$ cat src/rtl/vote_pkg.sv
// Shared definitions for the vote collector and the downstream majority detector.
package vote_pkg;
  localparam int N_VOTES = 13;
  localparam int VOTE_W  = 4;
  localparam int CNT_W   = $clog2(N_VOTES + 1);

  typedef logic [VOTE_W-1:0] vote_t;

  typedef enum logic [1:0] {
    IDLE,
    FILL,
    FULL
  } vc_state_t;
endpackage

$ cat src/rtl/vote_slot_bank.sv
// Register file of vote slots: one indexed write port, synchronous clear, all slots readable at once.
module vote_slot_bank #(
  parameter int N_VOTES = vote_pkg::N_VOTES,
  parameter int VOTE_W  = vote_pkg::VOTE_W,
  parameter int CNT_W   = vote_pkg::CNT_W
) (
  input  logic                      clk,
  input  logic                      clr,
  input  logic                      we,
  input  logic [CNT_W-1:0]          waddr,
  input  logic [VOTE_W-1:0]         wdata,
  output logic [N_VOTES*VOTE_W-1:0] rdata
);
  import vote_pkg::*;

  genvar gi;
  generate
    for (gi = 0; gi < N_VOTES; gi++) begin : g_slot
      logic [VOTE_W-1:0] slot_reg;

      // Clear wins over a write landing in the same cycle.
      always_ff @(posedge clk) begin
        if (clr) begin
          slot_reg <= '0;
        end else if (we && (waddr == CNT_W'(gi))) begin
          slot_reg <= wdata;
        end
      end

      assign rdata[gi*VOTE_W +: VOTE_W] = slot_reg;
    end
  endgenerate
endmodule

$ cat src/rtl/vote_collector.sv
// Serial-to-parallel vote front end: collects N_VOTES handshaked votes, then holds the frame until acknowledged.
module vote_collector #(
  parameter int N_VOTES = vote_pkg::N_VOTES,
  parameter int VOTE_W  = vote_pkg::VOTE_W,
  parameter int CNT_W   = vote_pkg::CNT_W
) (
  input  logic                      clk,
  input  logic                      rst_n,
  input  logic                      in_valid,
  input  logic [VOTE_W-1:0]         in_data,
  output logic                      in_ready,
  input  logic                      flush,
  output logic                      out_valid,
  output logic [N_VOTES*VOTE_W-1:0] out_data,
  input  logic                      out_ack,
  output logic [CNT_W-1:0]          count
);
  import vote_pkg::*;

  vc_state_t        state_reg, state_next;
  logic [CNT_W-1:0] count_reg, count_next;
  logic             slot_we;
  logic             slot_clr;

  always_ff @(posedge clk) begin
    if (!rst_n) begin
      state_reg <= IDLE;
      count_reg <= '0;
    end else begin
      state_reg <= state_next;
      count_reg <= count_next;
    end
  end

  always_comb begin
    state_next = state_reg;
    count_next = count_reg;
    slot_we    = 1'b0;
    slot_clr   = !rst_n;
    if (flush) begin
      state_next = FILL;
      count_next = '0;
      slot_clr   = 1'b1;
    end else begin
      case (state_reg)
        IDLE: state_next = FILL;
        FILL: begin
          if (in_valid) begin
            slot_we    = 1'b1;
            count_next = CNT_W'(count_reg + 1'b1);
            if (count_reg == CNT_W'(N_VOTES - 1)) begin
              state_next = FULL;
            end
          end
        end
        FULL: begin
          if (out_ack) begin
            state_next = FILL;
            count_next = '0;
          end
        end
        default: state_next = IDLE;
      endcase
    end
  end

  // Handshake outputs depend on the state register only.
  assign in_ready  = (state_reg == FILL);
  assign out_valid = (state_reg == FULL);
  assign count     = count_reg;

  vote_slot_bank #(
    .N_VOTES(N_VOTES),
    .VOTE_W (VOTE_W),
    .CNT_W  (CNT_W)
  ) u_bank (
    .clk  (clk),
    .clr  (slot_clr),
    .we   (slot_we),
    .waddr(count_reg),
    .wdata(in_data),
    .rdata(out_data)
  );
endmodule

$ cat config.mk
export PLATFORM = sky130hd
export DESIGN_NAME = vote_collector
export DESIGN_NICKNAME = d
export VERILOG_FILES = /design/src/rtl/vote_pkg.sv /design/src/rtl/vote_slot_bank.sv /design/src/rtl/vote_collector.sv
export SDC_FILE = /design/constraint.sdc
export NUM_CORES = 1
export LEC_CHECK = 0
export BUFFER_PORTS_ARGS = -buffer_cell sky130_fd_sc_hd__buf_4
export CAP_MARGIN = 40
export CELL_PAD_IN_SITES_DETAIL_PLACEMENT = 1
export CELL_PAD_IN_SITES_GLOBAL_PLACEMENT = 1
export CORE_MARGIN = 5
export CORE_UTILIZATION = 35
export CTS_BUF_LIST = sky130_fd_sc_hd__clkbuf_16
export DETAILED_ROUTE_END_ITERATION = 10
export PLACE_DENSITY_LB_ADDON = 0.1
export SYNTH_ARGS = -nofsm -noshare
export SYNTH_HDL_FRONTEND = slang
export SYNTH_HIERARCHICAL = 1
export SYNTH_SLANG_ARGS = --single-unit
$ cat constraint.sdc
create_clock -name clk -period 3.2 [get_ports clk]
set_clock_uncertainty 0.15 [all_clocks]
set_input_delay 0.64 -clock clk [delete_from_list [all_inputs] [get_ports clk]]
set_output_delay 0.64 -clock clk [all_outputs]
set_load 0.01 [all_outputs]
==> flow_summary.yaml, run 1 <==
synthesis:
  syn_nets: 241
  post_synth_num_cell_types: 29
  yosys_warnings: 6
  synth_seq_cells: 58
  yosysSeqAreaShare: 0.483
  syn_avg_cell_area_um2: 10.5
  synthCells: 230
  syn_area_um2: 2400
layout:
  final_common_cell: "buf_4"
  antenna_cells: 0
  drive_gt1_frac: 0.284
  final_nets: 309
  stdcell_area_um2: 3280
  syn_to_final_growth_pct: 36.3
  largest_reg_flops: 52
  nFillCells: 734
  final_cell_mix: "68 x buf_4, 58 x dfxtp_1, 57 x nand2b_1"
sta:
  period_minus_slack_ns: 2.06
  tightest_slew_ns: 0.669
  setup_violations: 0
  rsz0062_at_grt: "false"
  clock.fmax_mhz: 484
  maxSlewViolCount: 0
  tns_ns: 0
  finalHoldViolations: 0
  slew_headroom: 0.554
  period_share: 0.645
floorplanning:
  die_area_um2: 8630
  die_width_um: 92.9
  die_h_um: 92.9
  core-area_um2: 6760
  ios: 67
  start_util: 0.356
  rows: 30
run_status:
  outcome: "finished clean"
worst_setup_path:
  crit_arrival_ns: 2.07
  timing.rr.end: "u_bank/g_slot[3].slot_reg[1]"
  endpoint_kind: "flop"
  reg2reg_depth: 5
  path_class: "input pin to flop"
  required_ns: 3.20
  startpoint: "rst_n"
  reg2reg_from: "state_reg[1]"
  crit_fanout: 19
  setup.worst_path.end: "u_bank/g_slot[9].slot_reg[2]"
  r2r_slack_ns: 1.28
  start_kind: "input pin"
clocking:
  numClockSinks: 58
  cts_tree: "yes"
  postCtsSetupBuffers: 0
  root_buffer: "clkbuf_16"
  cts_buffer_depth: 2
  cts_made_buffers: 9
  htree_levels: 3
  post_cts_resize_count: 0
  clk_latency_ns: 0.31
  cts_hold_buf: 0
  cts.clk_slew.worst_paths_ns: 0.05
route:
  drc_errors: 0
  dr.pass1.iters: 4
  ant_nets: 0
  avgViaCountPerCell: 4.77
  wl_met1_um: 2900
  drtIter0Drc: 44
  vias: 1825
  post_drt_wl_per_cell_um: 16.3
  top_layer: "met4"
  dr_wl_met3_um: 305
  routed_wl_um: 6230
  wl_met2_um: 2970
grt:
  grt_pass1_vias: 1938
  grt_usage: 0.155
  grt_overflow: 0
  grt_max_degree: 22
  grt_pass1_wl_um: 10400
  antenna_found_initial: 0
placed_design:
  placed_cell_area_um2: 2970
  gp_congestion: 0.760
  portBuffers: 66
  hpwl_um: 4290
power_and_ir_drop:
  peakVddDrop_mv: 0.302
  p_per_area_nw_per_um2: 543
  power_leakage_nw: 1.68
worst_hold_path:
  min_from: "u_bank/g_slot[11].slot_reg[2]"
  hold_class: "flop to flop"
job:
  maxCapViolations: 0
[area by class of cell]
cell class,instances,area (µm²),area share
tap,80,100,0.0305
multi-input combinational,158,1180,0.361
clock buffer,9,225,0.0687
clock inverter,7,85.1,0.0260
timing repair buffer,68,510,0.156
sequential,58,1160,0.354
inverter,3,11.3,0.00344
[layer usage]
layer / GRT usage / up-vias
met5: 0 / -
met4: 0.0549 / 0
met3: 0.0487 / 6
met2: 0.238 / 38
met1: 0.204 / 867
li1: - / 914
[worst min path at each step]
| stage | end | slack [ns] | depth (start not counted) |
|---|---|---|---|
| floorplan | u_bank/g_slot[9].slot_reg[1] | 0.34 | 2 |
| global placement | u_bank/g_slot[4].slot_reg[2] | 0.31 | 2 |
| detailed placement | u_bank/g_slot[2].slot_reg[1] | 0.32 | 2 |
| CTS | u_bank/g_slot[5].slot_reg[1] | 0.33 | 2 |
| global route | u_bank/g_slot[8].slot_reg[1] | 0.35 | 2 |
| finish | u_bank/g_slot[11].slot_reg[2] | 0.33 | 2 |
[worst max-delay path: stages]
cell and delay [ns]:
buf_4 0.11, nor2b_2 0.16, inv_1 0.35, nand2b_1 0.61, mux2i_1 0.19
[cell usage after synthesis]
| library cell | n | area, µm² |
|---|---|---|
| a211oi_1 | 1 | 7.51 |
| nand3b_1 | 1 | 7.51 |
| a21oi_1 | 3 | 15.0 |
| and2_1 | 2 | 12.5 |
| nor2b_1 | 3 | 18.8 |
| inv_1 | 3 | 11.3 |
| nand4_1 | 1 | 6.26 |
| mux2i_1 | 52 | 521 |
| a21o_1 | 2 | 15.0 |
| nor2b_2 | 1 | 8.76 |
| o31ai_1 | 1 | 7.51 |
| o22ai_1 | 1 | 6.26 |
| dfxtp_1 | 58 | 1160 |
| nor3b_2 | 1 | 12.5 |
| and3b_2 | 2 | 20.0 |
| o21a_1 | 1 | 7.51 |
| o211a_1 | 1 | 10.0 |
| nand2b_1 | 57 | 357 |
| and3b_1 | 1 | 8.76 |
| o21ai_0 | 2 | 10.0 |
| ha_1 | 2 | 25.0 |
| or3_1 | 1 | 6.26 |
| clkbuf_1 | 5 | 18.8 |
| and2b_1 | 2 | 15.0 |
| and4_1 | 1 | 8.76 |
| nand3_1 | 5 | 25.0 |
| buf_2 | 6 | 30.0 |
| nand2_1 | 12 | 45.0 |
| nor2_1 | 2 | 7.51 |
[through the flow]
step	std cells	utilization	setup slack, ns	hold WS [ns]	power [W]
2_1_floorplan	230	-	1.40	0.343	0.000779
3_3_place_gp	367	0.439	0.845	0.314	0.000802
3_5_place_dp	367	0.439	0.801	0.317	0.000801
4_1_cts	383	0.485	1.07	0.331	0.00180
5_1_grt	383	0.485	0.970	0.347	0.00185
6_report	383	0.485	1.14	0.326	0.00178
[logic make-up after synthesis]
family,synth area share
multiplexers,0.216
adder cells (fa/ha/maj),0.0104
buffers and inverters,0.0250
AND/OR/NAND/NOR,0.233
flip-flops,0.483
AO/OA/AOI/OAI,0.0328
[power breakdown]
group	switching, W	internal [W]	leakage, nW	total (W)
Clock	0.000321	0.000672	0.154	0.000993
Combinational	0.0000305	0.0000270	1.05	0.0000575
Sequential	0.00000281	0.000725	0.467	0.000728
Total	0.000355	0.00142	1.68	0.00178
Power figures use the tool's default switching activity.
==> run 2: changes to the inputs <==
==> constraint.sdc (replaced) <==
create_clock -name clk -period 2.12 [get_ports clk]
set_clock_uncertainty 0.15 [all_clocks]
set_input_delay 0.424 -clock clk [delete_from_list [all_inputs] [get_ports clk]]
set_output_delay 0.424 -clock clk [all_outputs]
set_load 0.01 [all_outputs]
==> run 2 against run 1 <==
  * Sequential power increased by 51%
  * Worst setup slack worse by 0.86 ns
  * Global-route usage fell by 0.56 points
  * Clock power is 50% higher
  * Via count grew 2.2%
  * Critical path type is now flop to flop
  * Largest cell class unchanged
==> flow_summary.yaml, run 2 (same netlist as run 1, synthesis figures left out) <==
layout:
  final_common_cell: "buf_4"
  drive_gt1_frac: 0.294
  final_nets: 315
  syn_to_final_growth_pct: 38.7
  largest_reg_flops: 52
  multi_input_area_um2: 1180
  nFillCells: 775
  final_cell_mix: "73 x buf_4, 58 x dfxtp_1, 57 x nand2b_1"
  antenna_cells: 0
  layout.cells.non_filler: 389
  ff_latch_area_um2: 1160
grt:
  antenna_found_initial: 0
  grt_pass1_wl_um: 9930
  grt_pass1_vias: 1939
  grt_usage: 0.149
  grt_max_degree: 36
  grt_overflow: 0
power_and_ir_drop:
  power_switching_w: 0.000525
  p_per_area_nw_per_um2: 804
  pwr-share-seq: 0.410
  power_leakage_nw: 1.71
  power.share.combinational: 0.036
  intPower_w: 0.00216
  swShare: 0.196
  clock_power_share: 0.554
  peakVddDrop_mv: 0.449
placed_design:
  hpwl_um: 4360
  dp_slack_ns: 0.224
  dp.cells: 373
  gp_congestion: 0.808
  portBuffers: 66
clocking:
  cts_hold_buf: 0
  cts.clk_slew.worst_paths_ns: 0.05
  cts_made_buffers: 9
  cts_tree: "yes"
  root_buffer: "clkbuf_16"
  cts_buffer_depth: 2
  numClockSinks: 58
  post_cts_resize_count: 0
  clk_latency_ns: 0.31
  postCtsSetupBuffers: 0
  htree_levels: 3
sta:
  tightest_slew_ns: 0.393
  setup_slack_ns: 0.279
  finalHoldViolations: 0
  holdWs_ns: 0.172
  rsz0062_at_grt: "false"
  maxSlewViolCount: 0
  period_minus_slack_ns: 1.84
  slew_headroom: 0.738
  tns_ns: 0
  setup_violations: 0
  clock.fmax_mhz: 543
  period_share: 0.868
route:
  ant_nets: 0
  routed_wl_um: 6250
  avgViaCountPerCell: 4.80
  dr.pass1.iters: 4
  post_drt_wl_per_cell_um: 16.1
  vias: 1866
  drc_errors: 0
  drtIter0Drc: 57
floorplanning:
  start_util: 0.356
  ios: 67
  rows: 30
  die_h_um: 92.9
  die_width_um: 92.9
  core-area_um2: 6760
  die_area_um2: 8630
job:
  maxCapViolations: 0
worst_setup_path:
  crit_arrival_ns: 1.88
  path_class: "flop to flop"
  endpoint_kind: "flop"
  start_kind: "flop"
  crit_fanout: 6
  required_ns: 2.16
run_status:
  outcome: "finished clean"
worst_hold_path:
  hold_class: "input pin to flop"
## run 2: changes by cell type in the layout (fill, tap and decap cells not counted), sizes merged
cell / delta
clkinv: +1
buf: +6
clkinvlp: -1
## run 2: final cells by class
cell class	instances	share of cell area
Multi-Input combinational cell	158	0.355
Clock inverter	7	0.0255
Sequential cell	58	0.348
Clock buffer	9	0.0675
Timing Repair Buffer	74	0.170
Inverter	3	0.00338
Tap cell	80	0.0300
## run 2: path summary, 6_finish.rpt
path / startpoint / endpoint / slack (ns) / depth (start not counted)
worst max-delay path: state_reg[1] / u_bank/g_slot[3].slot_reg[1] / 0.28 / 5
worst min-delay path: rst_n / state_reg[0] / 0.17 / 2
worst max register to register: state_reg[1] / u_bank/g_slot[3].slot_reg[1] / 0.28 / 5
worst min register to register: u_bank/g_slot[10].slot_reg[2] / u_bank/g_slot[10].slot_reg[2] / 0.33 / 2
## run 2: per-layer routing
| metal | routed length, µm | share of wire | vias to the layer above | track usage |
|---|---|---|---|---|
| met5 | 0 | 0 | - | 0 |
| met4 | 112 | 0.018 | 0 | 0.0733 |
| met3 | 321 | 0.051 | 10 | 0.0406 |
| met2 | 2920 | 0.47 | 42 | 0.233 |
| met1 | 2900 | 0.46 | 889 | 0.189 |
| li1 | - | - | 925 | - |
## run 2: worst max-delay path: stages (launching register included)
cell and delay, ns:
dfxtp_1 0.33, nand3b_1 0.22, nor2_1 0.23, nor3b_2 0.30, nand3_1 0.28, mux2i_1 0.20
## run 2: metrics by stage
step	instance area [µm²]	utilization	total power [W]
after global routing	3330	0.494	0.00277
final	3330	0.494	0.00268
after detailed placement	3020	0.448	0.00122
after global placement	3020	0.448	0.00122
after floorplan	2400	-	0.00118
after CTS	3330	0.494	0.00272
## run 2: power groups by stage
stage          Sequential [W]  Clock [W]  Combinational [W]
2_1_floorplan         0.00112          0          0.0000542
3_3_place_gp          0.00112          0          0.0000991
3_5_place_dp          0.00112          0          0.0000995
4_1_cts               0.00110    0.00152          0.0000996
5_1_grt               0.00110    0.00156           0.000106
6_report              0.00110    0.00149          0.0000976
==> run 3: changes to the inputs <==
--- a/config.mk
+++ b/config.mk
@@ -10,7 +10,7 @@
 export CELL_PAD_IN_SITES_DETAIL_PLACEMENT = 1
 export CELL_PAD_IN_SITES_GLOBAL_PLACEMENT = 1
 export CORE_MARGIN = 5
-export CORE_UTILIZATION = 35
+export CORE_UTILIZATION = 39
 export CTS_BUF_LIST = sky130_fd_sc_hd__clkbuf_16
 export DETAILED_ROUTE_END_ITERATION = 10
 export PLACE_DENSITY_LB_ADDON = 0.1
==> run 3 against run 2 <==
  * Count of clock-buffer cells in the layout unchanged
  * Cell count decreased by 2.8%
  * Largest cell class unchanged
  * Combinational power is 8.8% lower
  * Largest power group unchanged
  * Flip-flop and latch count is the same
  * Critical path type unchanged
==> flow_summary.yaml, run 3 (same netlist as run 1, synthesis figures left out) <==
route:
  post_drt_wl_per_cell_um: 16.3
  drc_errors: 0
  dr.pass1.iters: 4
  routed_wl_um: 6160
  avgViaCountPerCell: 4.94
  vias: 1869
  drtIter0Drc: 69
  ant_nets: 0
layout:
  antenna_cells: 0
  stdcell_area_um2: 3230
  final_common_cell: "buf_4"
  fin_util: 0.542
  largest_reg_flops: 52
  syn_to_final_growth_pct: 34.1
  layout.cells.non_filler: 378
  final_nets: 311
  final_cell_mix: "70 x buf_4, 58 x dfxtp_1, 57 x nand2b_1"
  drive_gt1_frac: 0.284
worst_setup_path:
  required_ns: 2.14
  crit_fanout: 6
  start_kind: "flop"
  crit_arrival_ns: 1.98
  endpoint_kind: "flop"
  path_class: "flop to flop"
floorplanning:
  die_h_um: 88.5
  start_util: 0.404
  rows: 28
  die_area_um2: 7840
  die_width_um: 88.5
  ios: 67
  core-area_um2: 5960
grt:
  grt_pass1_vias: 1928
  grt_pass1_wl_um: 9690
  antenna_found_initial: 0
  grt_overflow: 0
  grt_max_degree: 25
  grt_usage: 0.164
power_and_ir_drop:
  pwr-share-seq: 0.458
  peakVddDrop_mv: 0.601
  power_switching_w: 0.000503
  swShare: 0.209
  power_leakage_nw: 1.66
  clock_power_share: 0.505
  p_per_area_nw_per_um2: 744
  intPower_w: 0.00190
  power.share.combinational: 0.037
placed_design:
  placed_cell_area_um2: 2980
  dp.cells: 364
  gp_congestion: 0.768
  portBuffers: 66
  hpwl_um: 4320
clocking:
  cts.clk_slew.worst_paths_ns: 0.05
  cts_made_buffers: 9
  root_buffer: "clkbuf_16"
  cts_hold_buf: 0
  clk_latency_ns: 0.31
  cts_tree: "yes"
  htree_levels: 3
  post_cts_resize_count: 0
  numClockSinks: 58
  postCtsSetupBuffers: 0
  cts_buffer_depth: 2
sta:
  tightest_slew_ns: 0.552
  setup_violations: 0
  maxSlewViolCount: 0
  clock.fmax_mhz: 509
  rsz0062_at_grt: "false"
  tns_ns: 0
  slew_headroom: 0.632
  finalHoldViolations: 0
  period_minus_slack_ns: 1.96
  holdWs_ns: 0.164
  period_share: 0.926
worst_hold_path:
  hold_class: "input pin to flop"
run_status:
  outcome: "finished clean"
job:
  maxCapViolations: 0
## run 3: area by class of cell
| cell class | instances | area, µm² |
|---|---|---|
| Clock buffer | 9 | 225 |
| Clock inverter | 5 | 25.0 |
| Fill cell | 670 | 2730 |
| Inverter | 3 | 11.3 |
| Multi-Input combinational cell | 158 | 1180 |
| Sequential cell | 58 | 1160 |
| Tap cell | 75 | 93.8 |
| Timing Repair Buffer | 70 | 526 |
## run 3: critical path, cell delays in order, from the launching register on
cell      delay, ns
dfxtp_1        0.40
nand3b_1       0.16
nor2_1         0.28
nor3b_2        0.34
nand3_1        0.28
mux2i_1        0.20
## run 3: metrics by stage
stage          total power [W]  worst slack (ns)
2_1_floorplan          0.00118             0.540
4_1_cts                0.00243             0.149
3_3_place_gp           0.00121             0.180
3_5_place_dp           0.00121             0.101
5_1_grt                0.00249            0.0187
6_report               0.00240             0.157
## run 3: path summary, 6_finish.rpt
kind,start,end,slack [ns],depth (start not counted)
worst min-delay path,rst_n,state_reg[0],0.16,2
worst min register to register,u_bank/g_slot[6].slot_reg[3],u_bank/g_slot[6].slot_reg[3],0.33,2
worst max register to register,state_reg[0],u_bank/g_slot[3].slot_reg[3],0.16,5
worst max-delay path,state_reg[0],u_bank/g_slot[3].slot_reg[3],0.16,5
## run 3: power groups by stage
stage / logic (W) / clock network (W) / registers, W
finish: 0.0000890 / 0.00121 / 0.00110
global route: 0.0000975 / 0.00129 / 0.00110
CTS: 0.0000906 / 0.00124 / 0.00110
detailed placement: 0.0000902 / 0 / 0.00112
global placement: 0.0000903 / 0 / 0.00112
floorplan: 0.0000542 / 0 / 0.00112
## run 3: per-layer routing
layer	vias to the layer above	wire length [µm]	track usage	part of all wire
met2	51	2890	0.269	0.47
met5	-	0	0	0
met1	891	2800	0.209	0.45
met4	0	107	0.0701	0.017
met3	12	361	0.0345	0.059
li1	915	-	-	-
